## src/rtl/event_source.sv

```systemverilog
// event_source: two raw event lines -> 2-flop synchronizer -> optional debounce -> rising-edge
// detect -> event FIFO -> registered En/Slt strobes. Debounce is built when EVENT_SOURCE_DEBOUNCE_EN is defined.
module event_source #(
    parameter int DEBOUNCE_CYCLES = 16,
    parameter int FIFO_DEPTH      = 4
) (
    input  logic                        Clk,
    input  logic                        Reset,
    input  logic                        Raw0,
    input  logic                        Raw1,
    input  logic                        Stall,
    input  logic                        Clear_Ovf,
    output logic                        En,
    output logic                        Slt,
    output logic                        Overflow,
    output logic [$clog2(FIFO_DEPTH):0] Pending
);
    localparam int          PW      = $clog2(FIFO_DEPTH);
    localparam logic [PW:0] DEPTH_C = (PW + 1)'(FIFO_DEPTH);

    // Free slots this cycle: a pop frees its slot for a same-cycle push.
    function automatic logic [PW:0] free_slots(input logic [PW:0] occ, input logic pop);
        return DEPTH_C - occ + (PW + 1)'(pop);
    endfunction

    logic [1:0]          meta_r;
    logic [1:0]          sync_r;
    logic [1:0]          stable_r;
    logic [1:0]          stable_nxt_s;
    logic [1:0]          push_s;
    logic [FIFO_DEPTH-1:0] mem_r;
    logic [PW-1:0]       wr_ptr_r;
    logic [PW-1:0]       rd_ptr_r;
    logic [PW-1:0]       wr_idx1_s;
    logic [PW:0]         pending_r;
    logic [PW:0]         free_s;
    logic                pop_s;
    logic                acc0_s;
    logic                acc1_s;
    logic                drop_s;
    logic                en_r;
    logic                slt_r;
    logic                ovf_r;

    // Two-flop synchronizer per channel; bit 0 is channel 0.
    always_ff @(posedge Clk or negedge Reset) begin
        if (!Reset) begin
            meta_r <= 2'b00;
            sync_r <= 2'b00;
        end else begin
            meta_r <= {Raw1, Raw0};
            sync_r <= meta_r;
        end
    end

`ifdef EVENT_SOURCE_DEBOUNCE_EN
    localparam int CW = (DEBOUNCE_CYCLES > 1) ? $clog2(DEBOUNCE_CYCLES) : 1;

    logic [1:0][CW-1:0] cnt_r;
    logic [1:0][CW-1:0] cnt_nxt_s;

    // Debounce next state: a new level is accepted after DEBOUNCE_CYCLES differing samples.
    always_comb begin
        cnt_nxt_s    = '0;
        stable_nxt_s = stable_r;
        for (int ch = 0; ch < 2; ch++) begin
            if (sync_r[ch] == stable_r[ch]) begin
                cnt_nxt_s[ch]    = '0;
                stable_nxt_s[ch] = stable_r[ch];
            end else if (cnt_r[ch] == CW'(DEBOUNCE_CYCLES - 1)) begin
                cnt_nxt_s[ch]    = '0;
                stable_nxt_s[ch] = sync_r[ch];
            end else begin
                cnt_nxt_s[ch]    = cnt_r[ch] + CW'(1);
                stable_nxt_s[ch] = stable_r[ch];
            end
        end
    end

    // Debounce counters.
    always_ff @(posedge Clk or negedge Reset) begin
        if (!Reset) begin
            cnt_r <= '0;
        end else begin
            cnt_r <= cnt_nxt_s;
        end
    end
`else
    // DEBOUNCE_CYCLES has no effect without the debounce stage.
    logic unused_db_s;
    assign unused_db_s  = (DEBOUNCE_CYCLES > 0);
    assign stable_nxt_s = sync_r;
`endif

    // Stable (conditioned) level per channel.
    always_ff @(posedge Clk or negedge Reset) begin
        if (!Reset) begin
            stable_r <= 2'b00;
        end else begin
            stable_r <= stable_nxt_s;
        end
    end

    // Only a 0->1 transition of the stable level is an event.
    assign push_s = stable_nxt_s & ~stable_r;

    // Issue and admission decisions; channel 0 is admitted first.
    always_comb begin
        pop_s     = ~Stall & (pending_r != '0);
        free_s    = free_slots(pending_r, pop_s);
        acc0_s    = push_s[0] & (free_s != '0);
        acc1_s    = push_s[1] & (free_s > (PW + 1)'(acc0_s));
        drop_s    = (push_s[0] & ~acc0_s) | (push_s[1] & ~acc1_s);
        wr_idx1_s = wr_ptr_r + PW'(acc0_s);
    end

    // Event storage and pointers; each entry holds the channel number.
    always_ff @(posedge Clk or negedge Reset) begin
        if (!Reset) begin
            mem_r     <= '0;
            wr_ptr_r  <= '0;
            rd_ptr_r  <= '0;
            pending_r <= '0;
        end else begin
            if (acc0_s) begin
                mem_r[wr_ptr_r] <= 1'b0;
            end
            if (acc1_s) begin
                mem_r[wr_idx1_s] <= 1'b1;
            end
            wr_ptr_r  <= wr_ptr_r + PW'(acc0_s) + PW'(acc1_s);
            rd_ptr_r  <= rd_ptr_r + PW'(pop_s);
            pending_r <= pending_r + (PW + 1)'(acc0_s) + (PW + 1)'(acc1_s) - (PW + 1)'(pop_s);
        end
    end

    // Registered strobe pair and sticky overflow; a drop wins over a clear.
    always_ff @(posedge Clk or negedge Reset) begin
        if (!Reset) begin
            en_r  <= 1'b0;
            slt_r <= 1'b0;
            ovf_r <= 1'b0;
        end else begin
            en_r <= pop_s;
            if (pop_s) begin
                slt_r <= mem_r[rd_ptr_r];
            end
            if (drop_s) begin
                ovf_r <= 1'b1;
            end else if (Clear_Ovf) begin
                ovf_r <= 1'b0;
            end
        end
    end

    assign En       = en_r;
    assign Slt      = slt_r;
    assign Overflow = ovf_r;
    assign Pending  = pending_r;

endmodule

```

## config.mk

```make
export PLATFORM = sky130hd
export DESIGN_NAME = event_source
export DESIGN_NICKNAME = d
export VERILOG_FILES = /design/src/rtl/event_source.sv
export SDC_FILE = /design/constraint.sdc
export NUM_CORES = 1
export LEC_CHECK = 0
export CORE_MARGIN = 2
export CORE_UTILIZATION = 52
export CTS_BUF_LIST = sky130_fd_sc_hd__clkbuf_4 sky130_fd_sc_hd__clkbuf_8 sky130_fd_sc_hd__clkbuf_16
export DETAILED_ROUTE_END_ITERATION = 6
export PLACE_DENSITY = 0.76
export SLEW_MARGIN = 20
export SYNTH_ARGS = -nofsm -noshare
export SYNTH_HDL_FRONTEND = slang
export SYNTH_SLANG_ARGS = --single-unit
```

## constraint.sdc

```tcl
create_clock -name Clk -period 3.9 [get_ports Clk]
set_clock_uncertainty 0.05 [all_clocks]
set_input_delay 0.975 -clock Clk [delete_from_list [all_inputs] [get_ports Clk]]
set_output_delay 0.975 -clock Clk [all_outputs]
set_load 0.03 [all_outputs]
```

==> impl_results.md, run 1 <==
* Run status: finished clean
* Pre-CTS WS at -0.284 ns
* # diodes at 0
* Core area at 1710 um2
* Switching part of the total at 40.4%
* Crit-path most repeated cell: inv_1
* Primary FF master, synth: dfrtp_1
* IO Pins at 12
* Crit path cell chain: clkdlybuf4s50_1 -> nor2_2 -> inv_1 -> ha_1 -> inv_1 -> ha_1 -> nand2b_4 -> o21a_4 -> ha_4 -> nor2_1 -> o31a_4 -> inv_1 -> fa_2 -> inv_1 -> fa_2 -> xor2_1 -> xnor2_1
* Area Growth Syn to Fin at 27.8%
* Final worst-path cycle share at 97.0%
* WHS at 0.314 ns
* Tmin final at 3.78 ns
* Post-synth top area share at 53.8%
* Mapped Cells at 71
* Sw Pwr at 0.000420 W
* Vias at 607
* Post-Syn Nets at 86
* Worst min path class: flop to flop
* Final WS setup at 0.117 ns
* Design area at 1190 um2
* Fin nets at 110
* Most numerous cell in the Yosys netlist: dfrtp_1
* #FFs+latches synth at 20
* WL final at 1.66 mm
* Antenna violations before repair at 0
* Crit start category: primary input
* Seq pwr share at 33.4%
* GRT Overall Usage at 18.2%
* Synth async-reset ratio at 100%
* Reg-to-Reg Start: Pending[2]$_DFF_PN0_
* Layout cell share with drive strength beyond 1 at 22.6%
* Comb power frac at 57.4%
* DPL Wire Length at 1.25 mm
* Cell Pwr Density at 873 nW/um2
* PortBufs at 11
* Yosys top cell by area: dfrtp_1
* Max-cap violations at 0
* CP max FO at 2
* Global-route wire length before repair at 2.55 mm
* Buffer and inverter count on the worst path at 5
* CTS Hold Bufs at 0
* Required @ worst endpoint at 4.04 ns
* Die area at 2140 um2
* Critical path type: primary input to flop
* Vert. Die Dim at 46.3 um
* CP Capture Type: flop
* CTS sink cnt at 20
* Hold Crit Start: meta_r[1]$_DFF_PN0_
* Commonest cells in the netlist: 20 x dfrtp_1, 13 x inv_1, 7 x ha_1
* Fin. Hold Viols at 0
* Vias in the first global route at 596
* Internal power at 0.000619 W
* Total of warnings raised by yosys at 0
* Netlist cell types at 22
* Largest net degree at the start of global routing at 21
* Finished Layout Cells at 118
* Slew @ Worst Pin at 0.889 ns
* CP startpoint: Stall
* DR vias/cell at 5.14
* Worst-skew pair later-pin latency at 0.31 ns
* DR pass1 iterations at 2
* Clock buffer depth at 2
* Post-synth EDFFs at 0
* Effective utilization at floorplan at 54.5%
* GRT overflow at 0
* Final setup violation count at 0
* Initial DRC count at 3
* Fmax at 0.264 GHz
* Slew HR at 40.6%
* CTS tree: yes
* Syn Std Cell Area at 931 um2
* Syn_area_per_cell at 13.1 um2
* Maximum vdd drop at 423 uV
* Final setup TNS at 0 ns
* Rows at 15
* CP max stage delay at 0.47 ns
* Placed cell area at 1120 um2
* Detailed-route wire length per cell at 14.0 um
* Final GP Congestion at 0.836
* Leak at 0.543 nW
* Placed insts at 114
* CP delay by family, top: adder cells
* Htree depth at 1
* Drc violations at 0
* TritonCTS Buffers at 3
* Critical-path top delay cell: clkdlybuf4s50_1
* Slew Limit Fails at 0
* Crit path arrival time at 3.92 ns
* Clock transition at the registers of the reported paths at 0.10 ns
* Top post-synthesis cells by area: dfrtp_1 54%, ha_1 9.4%, inv_1 5.2%, fa_1 4.3%, o2111ai_1 3.8%
* Register area share after synthesis at 53.8%
* Final ANT Viol Nets at 0
* Clk Tree Root Cell: clkbuf_4
* Clk pwr share at 9.2%
* Die width at 46.3 um
==> path summary, 6_finish.rpt <==
kind                                              to  cells after the start  slack, ns
max                             Pending[2]$_DFF_PN0_                     17       0.12
min                        stable_nxt_s[1]$_DFF_PN0_                      0       0.31
max reg2reg                     Pending[2]$_DFF_PN0_                     17       0.53
min reg2reg                stable_nxt_s[1]$_DFF_PN0_                      0       0.31
max in group asynchronous       Pending[1]$_DFF_PN0_                      1       2.14
min in group asynchronous      wr_ptr_r[1]$_DFF_PN0_                      1       1.11
==> layout make-up <==
class | instances | area [um2]
fill | 124 | 518
sequential | 20 | 500
multi-input combinational | 38 | 417
timing repair buffer | 19 | 170
inverter | 13 | 48.8
tap | 25 | 31.3
clock buffer | 3 | 22.5
==> sequential cells by signal, indices dropped and copies added (netlist names) <==
| register | cells |
|---|---|
| Slt | 1 |
| Overflow | 1 |
| wr_ptr_r | 2 |
| meta_r | 2 |
| stable_nxt_s | 2 |
| Pending | 3 |
| mem_r | 4 |
| En | 1 |
| rd_ptr_r | 2 |
| stable_r | 2 |
==> placed cells by master (no fill, tap or decap), types with 2 or more instances in the layout <==
cell and count:
a22o_1 2, a32o_1 2, buf_4 8, clkbuf_4 3, clkdlybuf4s50_1 11, dfrtp_1 20, fa_2 2, ha_1 6
inv_1 13, nor2_1 3, o2111ai_1 4, xnor2_1 3, xor2_1 2
==> power groups by stage <==
stage	combinational, W	clock [W]	sequential (W)
6_report	0.000596	0.0000958	0.000347
2_1_floorplan	0.000298	0	0.000396
3_5_place_dp	0.000553	0	0.000354
4_1_cts	0.000557	0.0000992	0.000349
5_1_grt	0.000654	0.000109	0.000359
3_3_place_gp	0.000521	0	0.000346
==> through the flow <==
stage	total power (W)	util, %
2_1_floorplan	0.000695	-
4_1_cts	0.00100	67.2
3_5_place_dp	0.000906	65.9
6_report	0.00104	69.7
5_1_grt	0.00112	69.7
3_3_place_gp	0.000867	65.9
==> metal layers <==
layer | up-vias | global-route usage [%] | wire [um]
met5 | - | 0 | 0
met3 | 5 | 3.53 | 54
met1 | 302 | 20.3 | 693
li1 | 287 | - | -
met2 | 13 | 31.1 | 864
met4 | 0 | 12.0 | 42
==> repair_timing <==
action,in CTS,in global routing
resized for setup,0,6
buffers inserted,0,1
endpoints found under the setup margin,0,2
==> kinds of logic after synthesis <==
| kind of cell | share of synthesized area, % |
|---|---|
| flops | 53.8 |
| xor+xnor | 6.45 |
| fa+ha+maj | 13.7 |
| compound gates | 12.2 |
| mux | 3.63 |
| simple gates | 4.97 |
| buf+inv | 5.24 |
(Power assumes the default switching activity.)
==> run 2, diff against run 1 <==
- CAP_MARGIN: unset -> 20
- CTS_CLUSTER_SIZE: unset -> 12
==> results of run 2 <==
No change in the layout: final DEF, timing and power equal those of run 1.
==> run 3, diff against run 2 <==
- clock period: 3.9 -> 3.85 ns (I/O delays scaled with it)
==> impl_results.md, run 3 (same netlist as run 1, synthesis figures left out) <==
* Effective utilization at floorplan at 54.5%
* Hold depth at 0
* CP max stage delay at 0.47 ns
* Final ANT Viol Nets at 0
* Vias at 611
* Final worst-path cycle share at 96.7%
* Initial DRC count at 6
* Leak at 0.551 nW
* DR vias/cell at 5.13
* FILL cells at 121
* CTS tree: yes
* Maximum vdd drop at 389 uV
* Pre-CTS WS at -0.255 ns
* DPL Wire Length at 1.11 mm
* Rows at 15
* Fmax at 0.268 GHz
* Slew HR at 41.7%
* Worst min path class: flop to flop
* Final GP Congestion at 0.820
* # diodes at 0
* Layout cell share with drive strength beyond 1 at 21.3%
* Final WS setup at 0.125 ns
* Commonest non-fill, non-tap cells in the layout: 20 x dfrtp_1, 13 x inv_1, 11 x clkdlybuf4s50_1, 8 x buf_4, 7 x ha_1
* Htree depth at 1
* Multi-input gate area at 402 um2
* RSZ-0062 raised after global routing: no
* IO Pins at 12
* Buffer and inverter count on the worst path at 5
* Clock buffer depth at 2
* Fin. Hold Viols at 0
* Storage cell area at 500 um2
* PortBufs at 11
* Number of flip-flops in the largest register at 4
* WL final at 1.44 mm
* Die area at 2140 um2
* Vert. Die Dim at 46.3 um
* Commonest non-fill, non-tap cell in the layout: dfrtp_1
* CTS Hold Bufs at 0
* Crit path arrival time at 3.86 ns
* GRT overflow at 0
* CP Capture Type: flop
* Clock transition at the registers of the reported paths at 0.11 ns
* Global-route wire length before repair at 2.49 mm
* Placed cell area at 1130 um2
* Design area at 1190 um2
* Slew Limit Fails at 0
* Tmin final at 3.72 ns
* Slew @ Worst Pin at 0.871 ns
* Final setup TNS at 0 ns
* Run status: finished clean
* Largest net degree at the start of global routing at 21
* Clk Tree Root Cell: clkbuf_4
* Fin nets at 110
* Die width at 46.3 um
* Vias in the first global route at 649
* Drc violations at 0
* Crit path cell chain: clkdlybuf4s50_1 -> nor2_2 -> inv_1 -> ha_1 -> inv_1 -> ha_1 -> nand2b_4 -> o21a_1 -> ha_1 -> nor2_1 -> o31a_4 -> inv_1 -> fa_1 -> inv_1 -> fa_2 -> xor2_2 -> xnor2_1
* Levels on crit path at 17
* CP delay by family, top: adder cells
* DR pass1 iterations at 2
* Worst-skew pair later-pin latency at 0.30 ns
* Critical path type: primary input to flop
* Antenna violations before repair at 0
* Core area at 1710 um2
* Biggest register: mem_r
* Post-layout util at 69.6%
* CP max FO at 2
* CTS sink cnt at 20
* Cell Pwr Density at 881 nW/um2
* Required @ worst endpoint at 3.99 ns
* TritonCTS Buffers at 3
* Crit start category: primary input
* Crit-path most repeated cell: inv_1
* Final setup violation count at 0
* Area Growth Syn to Fin at 27.7%
* R2r worst-path depth at 17
* Critical-path top delay cell: clkdlybuf4s50_1
* Max-cap violations at 0
* Detailed-route wire length per cell at 12.1 um
* GRT Overall Usage at 17.4%
[run 3: path summary, 6_finish.rpt]
| path | startpoint | end | slack, ns |
|---|---|---|---|
| worst min-delay path | meta_r[0]$_DFF_PN0_ | stable_nxt_s[0]$_DFF_PN0_ | 0.31 |
| worst max-delay path | Stall | Pending[2]$_DFF_PN0_ | 0.13 |
| max in group asynchronous | Reset | mem_r[2]$_DFF_PN0_ | 2.12 |
| min in group asynchronous | Reset | stable_r[1]$_DFF_PN0_ | 1.10 |
| worst min register to register | meta_r[0]$_DFF_PN0_ | stable_nxt_s[0]$_DFF_PN0_ | 0.31 |
| worst max register to register | Pending[2]$_DFF_PN0_ | Pending[2]$_DFF_PN0_ | 0.52 |
[run 3: cell type report]
| class | instances | area share, % |
|---|---|---|
| timing repair buffer | 19 | 14.3 |
| inverter | 13 | 4.11 |
| sequential | 20 | 42.1 |
| clock buffer | 4 | 3.05 |
| tap | 25 | 2.63 |
| multi-input combinational | 38 | 33.8 |
[run 3: routing by layer]
metal / GRT usage (%) / up-vias / part of all wire, %
li1: - / 291 / -
met1: 18.5 / 302 / 46
met2: 28.3 / 14 / 48
met3: 5.88 / 4 / 3.3
met4: 12.6 / 0 / 2.6
met5: 0 / - / 0
[run 3: timing repair]
| item | CTS | global route |
|---|---|---|
| endpoints found under the setup margin | 0 | 1 |
| gates resized for setup | 0 | 3 |
| hold endpoints to repair | 0 | 0 |
| setup buffers | 0 | 1 |
[run 3: worst register-to-register path, delay by kind of cell (launching register included)]
kind            cells  cell delay (ns)
simple gates        4             0.52
flops               1             0.46
xor+xnor            2             0.27
fa+ha+maj           5             1.19
compound gates      2             0.51
buf+inv             4             0.22
[run 3: through the flow]
step,total power [W],instances,hold slack [ns]
2_1_floorplan,0.000705,71,0.281
3_3_place_gp,0.000884,114,0.283
3_5_place_dp,0.000906,114,0.286
4_1_cts,0.00103,118,0.311
5_1_grt,0.00113,119,0.331
6_report,0.00105,119,0.314
[run 3: power breakdown]
group / total (W) / leakage, nW / switching, W / internal, W
clock network: 0.000119 / 0.0210 / 0.0000608 / 0.0000577
registers: 0.000354 / 0.236 / 0.0000633 / 0.000291
logic: 0.000575 / 0.294 / 0.000284 / 0.000291
